### config.mk
export PLATFORM = sky130hd
export DESIGN_NAME = decoder_scan
export DESIGN_NICKNAME = d
export VERILOG_FILES = /design/src/rtl/decoder_scan.sv
export SDC_FILE = /design/constraint.sdc
export NUM_CORES = 1
export LEC_CHECK = 0
export ABC_CLOCK_PERIOD_IN_PS = 3400
export BUFFER_PORTS_ARGS = -buffer_cell sky130_fd_sc_hd__buf_2
export CORE_MARGIN = 10
export CORE_UTILIZATION = 55
export DETAILED_ROUTE_END_ITERATION = 10
export PLACE_DENSITY = 0.79
export REMOVE_ABC_BUFFERS = 1
export SLEW_MARGIN = 20
export SYNTH_ARGS = -nofsm -noshare
export SYNTH_HDL_FRONTEND = slang
export SYNTH_SLANG_ARGS = --single-unit
### constraint.sdc
create_clock -name clk_i -period 3.4 [get_ports clk_i]
set_input_delay 0.68 -clock clk_i [delete_from_list [all_inputs] [get_ports clk_i]]
set_output_delay 0.68 -clock clk_i [all_outputs]
set_load 0.02 [all_outputs]
### src/rtl/decoder_scan.sv
// Registered SEL_W-to-2^SEL_W one-hot decoder with an auto-scan mode that walks the
// one-hot output across every index, holding each for a latched dwell time.
module decoder_scan #(
  parameter int unsigned SEL_W   = 2,
  parameter int unsigned DWELL_W = 4
) (
  input  logic                  clk_i,
  input  logic                  rst_i,
  input  logic                  en_i,
  input  logic                  mode_i,
  input  logic [SEL_W-1:0]      sel_i,
  input  logic                  start_i,
  input  logic [DWELL_W-1:0]    dwell_i,
  output logic [2**SEL_W-1:0]   out_o,
  output logic [SEL_W-1:0]      cur_idx_o,
  output logic                  busy_o,
  output logic                  done_o
);

  localparam int unsigned OUT_W = 2 ** SEL_W;
  localparam logic [SEL_W-1:0] LastIdx = SEL_W'(OUT_W - 1);

  typedef enum logic [0:0] {StIdle, StScan} state_e;

  state_e               state_q, state_d;
  logic [OUT_W-1:0]     out_q, out_d;
  logic [SEL_W-1:0]     idx_q, idx_d;
  logic                 busy_q, busy_d;
  logic                 done_q, done_d;
  logic [DWELL_W-1:0]   dwell_q, dwell_d;
  logic [DWELL_W-1:0]   cnt_q, cnt_d;

  logic start_ok;
  logic last_beat;

  assign start_ok  = en_i && mode_i && start_i;
  assign last_beat = (cnt_q == '0) && (idx_q == LastIdx);

  always_ff @(posedge clk_i) begin
    if (rst_i) begin
      state_q <= StIdle;
    end else begin
      state_q <= state_d;
    end
  end

  always_comb begin
    state_d = state_q;
    unique case (state_q)
      StIdle: if (start_ok) state_d = StScan;
      StScan: if (!en_i || last_beat) state_d = StIdle;
      default: state_d = StIdle;
    endcase
  end

  always_comb begin
    out_d   = out_q;
    idx_d   = idx_q;
    busy_d  = busy_q;
    done_d  = 1'b0;
    dwell_d = dwell_q;
    cnt_d   = cnt_q;
    unique case (state_q)
      StIdle: begin
        if (start_ok) begin
          dwell_d = dwell_i;
          cnt_d   = dwell_i;
          idx_d   = '0;
          out_d   = OUT_W'(1);
          busy_d  = 1'b1;
        end else if (en_i && !mode_i) begin
          out_d  = OUT_W'(1) << sel_i;
          idx_d  = sel_i;
          busy_d = 1'b0;
        end else begin
          out_d  = '0;
          idx_d  = '0;
          busy_d = 1'b0;
        end
      end
      StScan: begin
        if (!en_i) begin
          out_d  = '0;
          idx_d  = '0;
          busy_d = 1'b0;
        end else if (last_beat) begin
          out_d  = '0;
          idx_d  = '0;
          busy_d = 1'b0;
          done_d = 1'b1;
        end else if (cnt_q == '0) begin
          // Single shift keeps the output strictly one-hot across the index step.
          out_d = out_q << 1;
          idx_d = idx_q + SEL_W'(1);
          cnt_d = dwell_q;
        end else begin
          cnt_d = cnt_q - DWELL_W'(1);
        end
      end
      default: begin
        out_d  = '0;
        idx_d  = '0;
        busy_d = 1'b0;
      end
    endcase
  end

  always_ff @(posedge clk_i) begin
    if (rst_i) begin
      out_q   <= '0;
      idx_q   <= '0;
      busy_q  <= 1'b0;
      done_q  <= 1'b0;
      dwell_q <= '0;
      cnt_q   <= '0;
    end else begin
      out_q   <= out_d;
      idx_q   <= idx_d;
      busy_q  <= busy_d;
      done_q  <= done_d;
      dwell_q <= dwell_d;
      cnt_q   <= cnt_d;
    end
  end

  assign out_o     = out_q;
  assign cur_idx_o = idx_q;
  assign busy_o    = busy_q;
  assign done_o    = done_q;

endmodule

==> flow_summary.toml <==
[floorplan]
die_w_um = 59.7
dieArea_um2 = 3560
core_um2 = 1490
num_io_pins = 19
fp.dieH_um = 59.7
std_cell_rows = 14
initial_core_util_pct = 58.2

[global_routing]
grt-ovfl-total = 0
grt_max_degree = 19
grt.total_usage_pct = 13.2
antenna_found_initial = 0
grt_pass1_vias = 866
grt_pass1_wl_mm = 3.86

[clocking]
cts_setup_buffers = 0
cts_max_path_buffers = 2
cts-root-buf = "clkbuf_4"
cts_tree = "done"
clkSlewWorstSetupHoldPaths_ps = 100
cts-resized-gates = 0
clkSinkCount = 17
insertion_delay_ps = 300
htree_levels = 1
cts_buffers = 3
ctsHoldBuffers = 0

[worst_setup_path]
worst-endpoint-arrival_ps = 1900
start_kind = "flop"
endpoint_kind = "flop"
crit_fanout = 7
critPathKind = "flop to flop"
required_ps = 3600

[timing]
timing.final.crit_share_pct = 50.1
period_minus_slack_ps = 1700
max_freq_ghz = 0.587
hold_viol = 0
maxSlewHeadroom_pct = 63.7
tns_ps = 0
hold_ws_ps = 471
maxSlewViolCount = 0
worstMarginPinSlew_ps = 544
rsz0062_at_grt = "false"
skew_ps = 4.03
setup_viol = 0

[synthesis]
syn_inst = 106
avgSynthCellArea_um2 = 8.17
ys_seq_elements = 17
yosys_warnings = 0
syn_area_um2 = 866
ys_types = 35
synth_seq_area_share_pct = 39.3

[pwr]
power.share.clock_pct = 28.3
p_seq_share_pct = 55.0
peakVddDrop_v = 0.000198
power_switching_mw = 0.112
switching_share_pct = 28.8
p_int_mw = 0.278
p_per_area_nw_per_um2 = 400
pwr-share-comb_pct = 16.8
leakage_nw = 0.412

[placement]
place.gp.congestion = 0.823
dp_hpwl_mm = 1.57
port-buffer-count = 18

[route]
num_vias = 853
viasPerCell = 6.09
routedWlPerCell_um = 15.0
post-route-drc-count = 0
dr.pass1.iters = 4
ant_nets = 0
drt_first_iter_violations = 36
wl_mm = 2.10

[cells_and_area]
n_antenna_cell = 0
seqCellArea_um2 = 340
fill_cells = 133
utilization_pct = 65.5
drive_above_1_share_pct = 20.2
multi_input_area_um2 = 484
final_net_count = 138
area_delta_synth_final_pct = 12.7

[flow_run]
cap_viol_max_count = 0

[outcome]
status = "finished, final reports clean"

[hold_path]
min_path_type = "flop to flop"
[layout make-up]
class	instances	area share [%]
multi-input cells	81	49.6
flip-flops and latches	17	34.9
repair buffers	18	9.23
clock buffers	4	2.69
well taps	16	2.05
inverters	4	1.54
[registers in the layout, indices dropped and copies added (netlist names)]
signal,count
busy_o,1
cnt_q,4
cur_idx_o,2
done_o,1
dwell_q,4
out_o,4
state_q,1
[cells in the final DEF (no fill, tap or decap), drive strengths merged]
master / instances
a21oi: 9
nand4b: 1
a311o: 1
nand4: 1
o221ai: 1
a31oi: 3
ha: 2
nand2: 17
a211oi: 1
or3: 1
a32o: 1
and2: 1
nor4: 1
o211ai: 3
nand3b: 1
dfxtp: 17
and4bb: 1
nor2: 13
inv: 4
o21ai: 4
o21a: 1
nand3: 1
a221oi: 2
and4: 1
xnor2: 1
nand2b: 4
or3b: 1
o211a: 1
nor3: 6
nor3b: 1
buf: 18
clkbuf: 4
[routing by layer]
metal / global-route usage (%) / share of wire (%) / vias to the layer above
met4: 5.13 / 1.5 / 0
met2: 20.4 / 45 / 34
met3: 3.81 / 7.2 / 5
met5: 0 / 0 / -
met1: 16.7 / 46 / 394
li1: - / - / 420
[cell usage after synthesis, drive strengths merged]
| library cell | number | area [µm²] |
|---|---|---|
| clkbuf | 3 | 15.0 |
| a211oi | 1 | 7.51 |
| dfxtp | 17 | 340 |
| buf | 1 | 11.3 |
| o221ai | 1 | 8.76 |
| xnor2 | 1 | 8.76 |
| nand4b | 1 | 23.8 |
| nand2b | 4 | 25.0 |
| and4 | 1 | 8.76 |
| a21oi | 9 | 45.0 |
| nor3 | 6 | 30.0 |
| a311o | 1 | 10.0 |
| nand3 | 1 | 5.00 |
| o211a | 1 | 10.0 |
| ha | 2 | 25.0 |
| a32o | 1 | 10.0 |
| a31oi | 3 | 18.8 |
| o211ai | 3 | 22.5 |
| or3b | 1 | 8.76 |
| o21a | 1 | 7.51 |
| nor3b | 1 | 7.51 |
| a221oi | 2 | 17.5 |
| nor4 | 1 | 6.26 |
| or3 | 1 | 6.26 |
| nand4 | 1 | 6.26 |
| and4bb | 1 | 12.5 |
| nand2 | 17 | 66.3 |
| o21ai | 4 | 23.8 |
| and2 | 1 | 6.26 |
| nor2 | 13 | 48.8 |
| inv | 4 | 15.0 |
| nand3b | 1 | 7.51 |
[power groups by stage]
| stage | combinational [mW] | sequential, mW | clock, mW |
|---|---|---|---|
| finish | 0.0654 | 0.215 | 0.110 |
| global route | 0.0737 | 0.216 | 0.124 |
| CTS | 0.0650 | 0.214 | 0.114 |
| detailed placement | 0.0643 | 0.219 | 0 |
| global placement | 0.0625 | 0.218 | 0 |
| floorplan | 0.0394 | 0.220 | 0 |
[worst paths after layout]
| check | slack (ps) | to | depth (start not counted) | startpoint |
|---|---|---|---|---|
| min reg2reg | 470 | dwell_q[0]$_SDFFE_PP0P_ | 2 | dwell_q[0]$_SDFFE_PP0P_ |
| min | 470 | dwell_q[0]$_SDFFE_PP0P_ | 2 | dwell_q[0]$_SDFFE_PP0P_ |
| max reg2reg | 1700 | cur_idx_o[0]$_SDFFE_PP0P_ | 6 | cnt_q[1]$_SDFFE_PP0P_ |
| max | 1700 | cur_idx_o[0]$_SDFFE_PP0P_ | 6 | cnt_q[1]$_SDFFE_PP0P_ |
[logic make-up after synthesis]
kind of cell | Yosys count | synth area share (%)
AO/OA/AOI/OAI | 27 | 21.0
XOR/XNOR | 1 | 1.01
adder cells (fa/ha/maj) | 2 | 2.89
buffers and inverters | 8 | 4.77
flip-flops | 17 | 39.3
AND/OR/NAND/NOR | 51 | 31.1
[worst max-delay path: stages (launching register included)]
cell and delay (ps):
dfxtp_1 340, inv_1 90, ha_1 270, or3b_1 510, xnor2_1 170, a21oi_1 160, nor2_1 50
[stage by stage]
stage | setup WS (ps) | cells | total power [mW] | area [µm²]
final | 1700 | 140 | 0.391 | 976
after global routing | 1510 | 140 | 0.414 | 976
after floorplan | 1900 | 102 | 0.259 | 840
after detailed placement | 1740 | 136 | 0.283 | 950
after CTS | 1710 | 140 | 0.394 | 976
after global placement | 1740 | 136 | 0.281 | 950
(Power assumes the default switching activity.)
